**src/rtl/phy_lane_collector_pkg.sv**
```systemverilog
// Shared PHY receive-side constants and types for the lane collector.
package phy_lane_collector_pkg;

  localparam int PHY_LANES = 4;
  localparam int LANE_W    = 2;
  localparam int BYTE_W    = 8;

  // 8b/10b control symbols used across the PHY (K28.5 comma, K28.3 idle)
  localparam logic [BYTE_W-1:0] SYM_COM  = 8'hBC;
  localparam logic [BYTE_W-1:0] SYM_IDLE = 8'h7C;

  typedef logic [LANE_W-1:0] lane_idx_t;
  typedef logic [BYTE_W-1:0] phy_byte_t;

  // Round-robin successor; lane 3 wraps back to lane 0.
  function automatic lane_idx_t lane_next(input lane_idx_t l);
    return lane_idx_t'(l + 1'b1);
  endfunction

endpackage

```
**src/rtl/phy_lane_fifo.sv**
```systemverilog
// Single-lane byte FIFO with wrap-bit pointers. The caller decides whether a
// push is legal; full and empty are derived purely from the pointer registers.
module phy_lane_fifo
  import phy_lane_collector_pkg::*;
#(
  parameter int DEPTH = 8
) (
  input  logic      clk4f,
  input  logic      reset,
  input  logic      flush,
  input  logic      push,
  input  phy_byte_t din,
  input  logic      pop,
  output phy_byte_t dout,
  output logic      full,
  output logic      empty
);

  localparam int AW = $clog2(DEPTH);

  logic [AW:0] wr_ptr;
  logic [AW:0] rd_ptr;
  phy_byte_t   mem [DEPTH];

  assign empty = (wr_ptr == rd_ptr);
  assign full  = (wr_ptr[AW] != rd_ptr[AW]) && (wr_ptr[AW-1:0] == rd_ptr[AW-1:0]);
  assign dout  = mem[rd_ptr[AW-1:0]];

  // Pointer update; flush wins over any push or pop in the same cycle.
  always_ff @(posedge clk4f or posedge reset) begin
    if (reset) begin
      wr_ptr <= '0;
      rd_ptr <= '0;
    end else if (flush) begin
      wr_ptr <= '0;
      rd_ptr <= '0;
    end else begin
      if (push) wr_ptr <= wr_ptr + 1'b1;
      if (pop)  rd_ptr <= rd_ptr + 1'b1;
    end
  end

  // Storage write; contents need no reset because the pointers gate every read.
  always_ff @(posedge clk4f) begin
    if (push && !flush) mem[wr_ptr[AW-1:0]] <= din;
  end

endmodule

```
**src/rtl/phy_lane_collector.sv**
```systemverilog
// Receive-side unstriper: four lane FIFOs drained strictly in lane order
// 0,1,2,3,0... onto one byte stream. Optional statistics counters are built
// when PHY_COLLECT_STATS_EN is defined.
//
// Output handshake: a byte transfers on a rising edge where valid_out and
// ready_in are both high. While valid_out is high and ready_in is low,
// data_out and lane_out hold. The output register reloads whenever it is
// empty or being accepted and the current lane has data; it never skips an
// empty lane.
module phy_lane_collector
  import phy_lane_collector_pkg::*;
#(
  parameter int DEPTH = 8
) (
  input  logic        clk4f,
  input  logic        reset,
  input  logic [7:0]  in0,
  input  logic [7:0]  in1,
  input  logic [7:0]  in2,
  input  logic [7:0]  in3,
  input  logic [3:0]  validin,
  input  logic        flush,
  output logic [7:0]  data_out,
  output logic        valid_out,
  input  logic        ready_in,
  output logic [1:0]  lane_out,
  output logic [3:0]  full,
  output logic [3:0]  overflow
`ifdef PHY_COLLECT_STATS_EN
  ,
  output logic [15:0] byte_count,
  output logic [7:0]  drop_count
`endif
);

  lane_idx_t       next_lane;
  phy_byte_t       lane_din  [PHY_LANES];
  phy_byte_t       lane_dout [PHY_LANES];
  logic [3:0]      lane_empty;
  logic [3:0]      lane_push;
  logic [3:0]      lane_pop;
  logic [3:0]      lane_drop;
  logic            load;

  assign lane_din[0] = in0;
  assign lane_din[1] = in1;
  assign lane_din[2] = in2;
  assign lane_din[3] = in3;

  // Output register may take a new byte only from the lane the pointer names.
  assign load = !flush && (!valid_out || ready_in) && !lane_empty[next_lane];

  for (genvar k = 0; k < PHY_LANES; k++) begin : g_lane
    // A full lane still accepts a push when it is being popped this cycle.
    assign lane_pop[k]  = load && (next_lane == lane_idx_t'(k));
    assign lane_push[k] = validin[k] && !flush && (!full[k] || lane_pop[k]);
    assign lane_drop[k] = validin[k] && !flush && full[k] && !lane_pop[k];

    phy_lane_fifo #(.DEPTH(DEPTH)) u_fifo (
      .clk4f (clk4f),
      .reset (reset),
      .flush (flush),
      .push  (lane_push[k]),
      .din   (lane_din[k]),
      .pop   (lane_pop[k]),
      .dout  (lane_dout[k]),
      .full  (full[k]),
      .empty (lane_empty[k])
    );
  end

  // Output register and lane pointer: load, hold under backpressure, or drain.
  always_ff @(posedge clk4f or posedge reset) begin
    if (reset) begin
      data_out  <= '0;
      valid_out <= 1'b0;
      lane_out  <= '0;
      next_lane <= '0;
    end else if (flush) begin
      data_out  <= '0;
      valid_out <= 1'b0;
      lane_out  <= '0;
      next_lane <= '0;
    end else if (load) begin
      data_out  <= lane_dout[next_lane];
      lane_out  <= next_lane;
      valid_out <= 1'b1;
      next_lane <= lane_next(next_lane);
    end else if (ready_in) begin
      valid_out <= 1'b0;
    end
  end

  // Sticky per-lane drop flags.
  always_ff @(posedge clk4f or posedge reset) begin
    if (reset)      overflow <= '0;
    else if (flush) overflow <= '0;
    else            overflow <= overflow | lane_drop;
  end

`ifdef PHY_COLLECT_STATS_EN
  // Saturating statistics; cleared by reset only so they survive a flush.
  always_ff @(posedge clk4f or posedge reset) begin
    if (reset) begin
      byte_count <= '0;
      drop_count <= '0;
    end else begin
      if (valid_out && ready_in && (byte_count != 16'hFFFF))
        byte_count <= byte_count + 16'd1;
      if ((|lane_drop) && (drop_count != 8'hFF))
        drop_count <= drop_count + 8'd1;
    end
  end
`endif

endmodule

```
**config.mk**
```make
export PLATFORM = sky130hd
export DESIGN_NAME = phy_lane_collector
export DESIGN_NICKNAME = d
export VERILOG_FILES = /design/src/rtl/phy_lane_collector_pkg.sv /design/src/rtl/phy_lane_fifo.sv /design/src/rtl/phy_lane_collector.sv
export SDC_FILE = /design/constraint.sdc
export NUM_CORES = 1
export LEC_CHECK = 0
export CORE_MARGIN = 4
export CORE_UTILIZATION = 50
export CTS_BUF_LIST = sky130_fd_sc_hd__clkbuf_16
export DETAILED_ROUTE_END_ITERATION = 8
export PLACE_DENSITY = 0.78
export SLEW_MARGIN = 20
export SYNTH_ARGS = -nofsm -noshare
export SYNTH_HDL_FRONTEND = slang
export SYNTH_HIERARCHICAL = 1
export SYNTH_SLANG_ARGS = --single-unit
```
**constraint.sdc**
```tcl
create_clock -name clk4f -period 4.2 [get_ports clk4f]
set_input_delay 1.05 -clock clk4f [delete_from_list [all_inputs] [get_ports clk4f]]
set_output_delay 1.05 -clock clk4f [all_outputs]
set_load 0.01 [all_outputs]
```
==> Word-level counts from Yosys, hierarchy flattened <==
Memory sizes are Yosys's and may differ from the RTL's.
Cells that the tools add are included.
{ "word_totals": {"n_memories": 4, "register_bits": 49, "mem_bits_rw": 256, "word_cells": 141, "in_bits": 40} }
{ "classes": {"n_bitwise": 2, "muxes": 39, "reduce_logical": 57, "n_addsub": 9, "eq_ne": 15, "magnitude_cmp": 2} }
{ "memory_table": {"columns": ["name", "words", "word_bits", "read_ports", "rd_ports_with_merged_regs", "wr", "line_no", "text"], "rows": [
  ["g_lane[0].u_fifo.mem", 8, 8, 1, 0, 1, "phy_lane_fifo.sv:23", "phy_byte_t mem [DEPTH];"],
  ["g_lane[1].u_fifo.mem", 8, 8, 1, 0, 1, "phy_lane_fifo.sv:23", null],
  ["g_lane[2].u_fifo.mem", 8, 8, 1, 0, 1, "phy_lane_fifo.sv:23", null],
  ["g_lane[3].u_fifo.mem", 8, 8, 1, 0, 1, "phy_lane_fifo.sv:23", null]
]} }
{ "op_table": {"columns": ["operator", "count"], "rows": [
  ["4-bit 2-to-1 mux", 17],
  ["4-bit by 1-bit adder with 4-bit output, second input constant", 8],
  ["8-bit 2-to-1 mux", 4],
  ["1-bit logical AND", 30],
  ["2-bit nonzero test", 9],
  ["8-bit binary-select mux with 2-bit select", 1],
  ["4-bit equality test", 4],
  ["3-bit equality test", 4],
  ["1-bit 2-to-1 mux", 12],
  ["1-bit logical NOT", 11],
  ["2-bit 2-to-1 mux", 4],
  ["1-bit logical OR", 5],
  ["2-bit equality test, second input constant", 2],
  ["1-bit inequality test", 4],
  ["4-bit bitwise OR", 1],
  ["3-bit greater-or-equal comparator, second input constant", 1],
  ["2-bit by 3-bit less-than comparator with 1-bit output, second input constant", 1],
  ["2-bit inverter with 3-bit output", 1],
  ["3-bit nonzero test", 1],
  ["2-bit by 1-bit adder with 2-bit output, second input constant", 1],
  ["1-bit binary-select mux with 2-bit select", 1],
  ["2-bit by 1-bit equality test with 1-bit output, second input constant", 1],
  ["2-bit logical NOT", 1]
]} }

==> Longest topological paths before layout <==
{ "logic_depth": {"ltp_word": 11, "ltp_mapped": 13, "depth_no_buf": 9} }

==> By module <==
Netlist, hierarchy kept.
{ "modules_own_cells": {"columns": ["module", "seq_area_each_um2", "cells_each", "instances", "area_per_inst_um2"], "rows": [
  ["phy_lane_fifo", 2122.0, 147, 4, 2956.6],
  ["phy_lane_collector", 425.4, 103, 1, 1179.9]
]} }

==> Least setup slack after synthesis <==
No wires, ideal clock.
{ "synth_timing": {"path_kind": "reg-to-reg", "from": "register g_lane[3].u_fifo.rd_ptr[2]", "to": "memory g_lane[0].u_fifo/mem[0][0] (netlist name) (enable)", "stages_incl_launch_ff": 13, "required_time_ns": 3.817, "period_less_slack_ns": 3.755, "path_slack_ns": 0.445, "arrival_time_ns": 3.372, "cell_sequence": "dfrtp_1 > buf_2 > buf_2 > xnor2_1 > nand3_1 > nor2b_1 > mux4_2 > buf_6 > nor3_4 > buf_6 > a31o_2 > or3b_2 > nor3_1"} }
{ "synth_via": {"elab_chain_cells": 11} }
{ "synth_rtl": {"columns": ["element", "line_no", "text"], "rows": [
  ["start, declared", "phy_lane_fifo.sv:22", "logic [AW:0] rd_ptr;"],
  ["start signal, assigned", "phy_lane_fifo.sv:39", "if (pop) rd_ptr <= rd_ptr + 1'b1;"],
  ["4-bit equality test", "phy_lane_fifo.sv:25", "assign empty = (wr_ptr == rd_ptr);"],
  ["net lane_empty[3]", "phy_lane_collector.sv:39", "logic [3:0] lane_empty;"],
  ["1-bit binary-select mux with 2-bit select", "phy_lane_collector.sv:51", "assign load = !flush && (!valid_out || ready_in) && !lane_empty[next_lane];"],
  ["1-bit 2-to-1 mux (not written as such)", "phy_lane_collector.sv:51", null],
  ["1-bit logical NOT", "phy_lane_collector.sv:51", null],
  ["1-bit logical AND", "phy_lane_collector.sv:51", null],
  ["1-bit logical AND", "phy_lane_collector.sv:55", "assign lane_pop[k] = load && (next_lane == lane_idx_t'(k));"],
  ["1-bit logical OR", "phy_lane_collector.sv:56", "assign lane_push[k] = validin[k] && !flush && (!full[k] || lane_pop[k]);"],
  ["1-bit logical AND", "phy_lane_collector.sv:56", null],
  ["net lane_push[0]", "phy_lane_collector.sv:40", "logic [3:0] lane_push;"],
  ["1-bit logical AND", "phy_lane_fifo.sv:45", "if (push && !flush) mem[wr_ptr[AW-1:0]] <= din;"],
  ["1-bit 2-to-1 mux", "phy_lane_fifo.sv:45", null],
  ["1-bit 2-to-1 mux (not written as such)", "phy_lane_fifo.sv:45", null],
  ["end, declared", "phy_lane_fifo.sv:23", null]
]} }
The timed path passes the listed nets, and every way through them passes these cells. The select of a mux whose other input is x is not followed.

==> Worst setup path after layout <==
{ "layout_timing": {"from": "register g_lane[2].u_fifo.rd_ptr[2]", "to": "memory g_lane[3].u_fifo/mem[0][5] (netlist name) (enable)"} }
{ "layout_via": {"elab_chain_cells": 11} }
{ "layout_rtl": {"columns": ["element", "line_no"], "rows": [
  ["start, declared", "phy_lane_fifo.sv:22"],
  ["start signal, assigned", "phy_lane_fifo.sv:39"],
  ["4-bit equality test", "phy_lane_fifo.sv:25"],
  ["net lane_empty[2]", "phy_lane_collector.sv:39"],
  ["1-bit binary-select mux with 2-bit select", "phy_lane_collector.sv:51"],
  ["1-bit 2-to-1 mux (not written as such)", "phy_lane_collector.sv:51"],
  ["1-bit logical NOT", "phy_lane_collector.sv:51"],
  ["1-bit logical AND", "phy_lane_collector.sv:51"],
  ["1-bit logical AND", "phy_lane_collector.sv:55"],
  ["1-bit logical OR", "phy_lane_collector.sv:56"],
  ["1-bit logical AND", "phy_lane_collector.sv:56"],
  ["net lane_push[3]", "phy_lane_collector.sv:40"],
  ["1-bit logical AND", "phy_lane_fifo.sv:45"],
  ["1-bit 2-to-1 mux", "phy_lane_fifo.sv:45"],
  ["1-bit 2-to-1 mux (not written as such)", "phy_lane_fifo.sv:45"],
  ["end, declared", "phy_lane_fifo.sv:23"]
]} }
The timed path passes the listed nets, and every way through them passes these cells. The select of a mux whose other input is x is not followed.

==> impl_table.tex <==
\begin{tabular}{lr}
\hline
Metric & Value \\
\hline
\multicolumn{2}{l}{\textbf{Logic synthesis}} \\
Avg Cell Area, Syn & 18.8 sq um \\
Xor/xnor cell area share of the yosys netlist & 2.69\% \\
Netlist area before placement & 13000 sq um \\
Async set or reset register ratio after synthesis & 16.1\% \\
Combinational family with the most area after synthesis & multiplexers \\
Area share of the largest cell type after synthesis & 59.1\% \\
Area fraction in compound gates after synthesis & 1.08\% \\
Adder and majority cell fraction of the synthesized area & 1.15\% \\
Number of distinct library cells after synthesis & 36 \\
Fraction of synthesized area in multiplexers & 18.8\% \\
Ranking of synthesized cells by instance count & 256 x sky130\_fd\_sc\_hd\_\_edfxtp\_1, 64 x sky130\_fd\_sc\_hd\_\_nor2\_1, 49 x sky130\_fd\_sc\_hd\_\_dfrtp\_1, 37 x sky130\_fd\_sc\_hd\_\_mux4\_1, 36 x sky130\_fd\_sc\_hd\_\_mux4\_2 \\
Dominant register cell in the synthesized netlist & sky130\_fd\_sc\_hd\_\_edfxtp\_1 \\
Register bit total from synthesis & 305 \\
Post-Synth Simple-Gate Area & 5.41\% \\
Biggest area contributors in the synthesized netlist & sky130\_fd\_sc\_hd\_\_edfxtp\_1 59\%, sky130\_fd\_sc\_hd\_\_dfrtp\_1 9.4\%, sky130\_fd\_sc\_hd\_\_mux4\_1 7.5\% \\
Yosys top cell by area & sky130\_fd\_sc\_hd\_\_edfxtp\_1 \\
Number of warnings issued by yosys & 6 \\
Most frequent cell after synthesis & sky130\_fd\_sc\_hd\_\_edfxtp\_1 \\
Seq/Total Area, Yosys & 68.5\% \\
Synthesized netlist net count & 743 \\
Cell count after synthesis & 691 \\
Count of flip-flops with a built-in enable after synthesis & 256 \\
\multicolumn{2}{l}{\textbf{Placed design}} \\
Detailed-placement wirelength estimate & 18.2 mm \\
Post-placement setup slack & 0.610 ns \\
Placer's final routability congestion estimate & 0.822 \\
Count of buffers inserted at the top-level ports & 58 \\
\multicolumn{2}{l}{\textbf{Die}} \\
Area of the core region & 25400 sq um \\
Io pins & 59 \\
Die height & 169 um \\
Die width & 169 um \\
Die area & 28700 sq um \\
Effective utilization at floorplan & 51.2\% \\
Number of core rows & 58 \\
\multicolumn{2}{l}{\textbf{Power and ir drop}} \\
Sw power & 1.63 mW \\
Relative contribution of sequential cells to total power & 49.8\% \\
Combinational share of power & 13.5\% \\
Peak supply drop & 0.347 mV \\
Portion of total power attributed to the clock network & 36.7\% \\
Static power due to leakage & 5.17 nW \\
PD cells & 463 nW/um\^{}2 \\
Internal power of the cells & 5.32 mW \\
Share of total power consumed by net switching & 23.4\% \\
\multicolumn{2}{l}{\textbf{Worst setup path}} \\
CP max stage delay & 0.58 ns \\
Flop-to-flop setup slack & 0.77 ns \\
Worst path arrival time & 3.68 ns \\
Highest-delay cell along the critical path & sky130\_fd\_sc\_hd\_\_mux4\_2 \\
Worst reg2reg startpoint & g\_lane[2].u\_fifo/rd\_ptr[2] \\
Most prevalent standard cell on the critical path & sky130\_fd\_sc\_hd\_\_buf\_4 \\
Crit Path Class & flop to flop \\
Number of cells on the worst reg-to-reg path & 10 \\
Nature of the critical path startpoint & flop \\
WP data required & 4.45 ns \\
Capture instance of the worst register-to-register path & g\_lane[3].u\_fifo/mem[0][5] \\
Worst-path fanout max & 19 \\
Crit-path cells & buf\_4 > xnor2\_1 > nand3\_1 > nor2b\_1 > mux4\_2 > nor3\_4 > a31o\_2 > or3b\_2 > nor3\_1 > buf\_4 \\
Setup crit end kind & flop \\
\multicolumn{2}{l}{\textbf{Min path}} \\
Worst Hold Path Cells & 2 \\
Class of the most critical hold timing path & flop to flop \\
Hold endpoint & overflow[2] \\
Hold wc startpoint & overflow[2] \\
\multicolumn{2}{l}{\textbf{Cells and area}} \\
Sequential cell area in the final layout & 8910 sq um \\
NumNets Final & 839 \\
Area of the multi-input gates & 3780 sq um \\
Filler Cell Count & 1811 \\
Inserted Diodes & 0 \\
Utilization after layout & 59.1\% \\
Area delta synth->final & 15.4\% \\
Proportion of layout cells with a drive suffix above 1 & 21.7\% \\
\multicolumn{2}{l}{\textbf{Timing}} \\
Setup violators final & 0 \\
Maximum achievable frequency & 292 MHz \\
Setup repair after global routing missed its margin & false \\
Final Hold Vio Count & 0 \\
Maximum clock skew at final layout & 0.0138 ns \\
Final-report max-slew violation count & 0 \\
Total Neg Setup Slack & 0 ns \\
Relative slew margins & 49.5\% \\
Fin Hold WS & 0.537 ns \\
Final critical-path setup slack & 0.774 ns \\
Worst slew pin tran & 0.756 ns \\
Final critical delay including setup and external delays & 3.43 ns \\
Post-route clock period utilization & 81.6\% \\
\multicolumn{2}{l}{\textbf{Clocking}} \\
Largest buffer count on any clock path & 3 \\
Buffer type at the clock tree root & sky130\_fd\_sc\_hd\_\_clkbuf\_16 \\
Worst-path clk slew & 0.06 ns \\
Resized Gates After CTS & 0 \\
Worst-skew pair later-pin latency & 0.55 ns \\
Hold\_buf cts & 0 \\
Post-CTS Setup Repair Bufs & 0 \\
Clock tree from TritonCTS & done \\
Num Clock Sinks & 305 \\
Clock buffers created by TritonCTS & 31 \\
Clock H-tree levels & 1 \\
\multicolumn{2}{l}{\textbf{Global routing}} \\
GRT overflow & 0 \\
Wire length of the first global-routing pass & 40.5 mm \\
Number of antenna violations at the first check in global routing & 0 \\
GRT Resource Usage Total & 18.2\% \\
Number of global-route vias before repair & 6928 \\
Largest net degree at the start of global routing & 30 \\
\multicolumn{2}{l}{\textbf{Routing}} \\
Drt via density & 5.73 \\
Final wirelength & 25.9 mm \\
Mean routed wirelength per cell & 22.7 um \\
Total iterations of the first detailed-routing run & 5 \\
Total number of vias & 6533 \\
Final ANT Viol Nets & 0 \\
DRC violation count after routing & 0 \\
DRC violation total after the first TritonRoute iteration & 542 \\
\multicolumn{2}{l}{\textbf{Status}} \\
Outcome & finished clean \\
\multicolumn{2}{l}{\textbf{Flow run}} \\
Max-capacitance violation count & 0 \\
\hline
\end{tabular}
## worst max-delay path: cells and delay by family, from the launching register on
kind	cells	cell delay (ns)
AOI/OAI and AO/OA	1	0.34
xor gates and xnor gates	1	0.16
buffers and inverters	2	0.42
DFF	1	0.37
muxes	1	0.58
and+or+nand+nor	5	1.25
## flip-flops by register name (all words and copies together), names as in the netlist
| name | flops |
|---|---|
| g_lane.u_fifo/wr_ptr | 16 |
| lane_out | 2 |
| g_lane.u_fifo/mem | 256 |
| next_lane | 2 |
| valid_out | 1 |
| g_lane.u_fifo/rd_ptr | 16 |
| data_out | 8 |
| overflow | 4 |
## per-layer routing
layer | global-route usage, % | vias up | wire length, um | part of all wire, %
met5 | 0 | - | 0 | 0
met4 | 4.27 | 0 | 552 | 2.1
met3 | 2.61 | 40 | 1620 | 6.2
met2 | 30.3 | 229 | 12900 | 50
met1 | 26.1 | 3347 | 10900 | 42
li1 | - | 2917 | - | -
## worst max path at each step
stage                                            end  slack (ns)                  startpoint
final                     g_lane[3].u_fifo/mem[0][5]        0.77  g_lane[2].u_fifo/rd_ptr[2]
after global routing      g_lane[2].u_fifo/mem[5][4]        0.55  g_lane[2].u_fifo/rd_ptr[2]
after CTS                                    full[2]        0.76  g_lane[2].u_fifo/rd_ptr[2]
after detailed placement  g_lane[3].u_fifo/mem[0][3]        0.61                    ready_in
after global placement    g_lane[3].u_fifo/mem[0][0]        0.63                    ready_in
after floorplan           g_lane[0].u_fifo/mem[0][0]        0.44  g_lane[3].u_fifo/rd_ptr[2]
## metrics by stage
| stage | instances | cell area, sq um | power (mW) |
|---|---|---|---|
| global placement | 1084 | 14100 | 4.42 |
| CTS | 1141 | 15000 | 7.01 |
| global route | 1141 | 15000 | 7.23 |
| finish | 1141 | 15000 | 6.95 |
| floorplan | 691 | 13000 | 4.15 |
| detailed placement | 1084 | 14100 | 4.45 |
## final cells by class
cell class	instances	area share (%)
multi-input combinational	337	25.2
inverter	10	0.250
sequential	305	59.4
clock buffer	31	5.17
clock inverter	26	1.18
timing repair buffer	102	6.04
tap	330	2.75
## cell families after synthesis
logic type / after synthesis
DFF: 305
adders and majority gates: 12
and+or+nand+nor: 143
AOI/OAI and AO/OA: 19
muxes: 123
xor gates and xnor gates: 40
buffers and inverters: 49
## cells in the final DEF (no fill, tap or decap), types with 8 or more instances in the layout
master                            Yosys  layout
sky130_fd_sc_hd__clkbuf_16            0      31
sky130_fd_sc_hd__nand2_1             16      16
sky130_fd_sc_hd__mux2_4              28      28
sky130_fd_sc_hd__nor2b_1             19      19
sky130_fd_sc_hd__xnor2_1             24      24
sky130_fd_sc_hd__mux2i_1              9       9
sky130_fd_sc_hd__edfxtp_1           256     256
sky130_fd_sc_hd__mux4_2              36      36
sky130_fd_sc_hd__buf_4                0      44
sky130_fd_sc_hd__clkdlybuf4s50_1      0      57
sky130_fd_sc_hd__dfrtp_1             49      49
sky130_fd_sc_hd__mux2_2              13      13
sky130_fd_sc_hd__nand4_1              8       8
sky130_fd_sc_hd__inv_1               10      12
sky130_fd_sc_hd__nor3_1               9       9
sky130_fd_sc_hd__xor2_1              16      16
sky130_fd_sc_hd__clkinv_2             0       8
sky130_fd_sc_hd__mux4_1              37      37
sky130_fd_sc_hd__nand2b_1             8       8
sky130_fd_sc_hd__nor2_1              64      64
sky130_fd_sc_hd__ha_1                12      12
sky130_fd_sc_hd__clkinv_1             0      10
## power by group through the flow
stage          sequential, mW  combinational (mW)  clock, mW
3_3_place_gp             3.52               0.906          0
5_1_grt                  3.47               0.997       2.76
6_report                 3.46               0.936       2.55
2_1_floorplan            3.49               0.654          0
4_1_cts                  3.46               0.941       2.61
3_5_place_dp             3.52               0.932          0
Note: power is estimated with default switching activity, not from simulation.
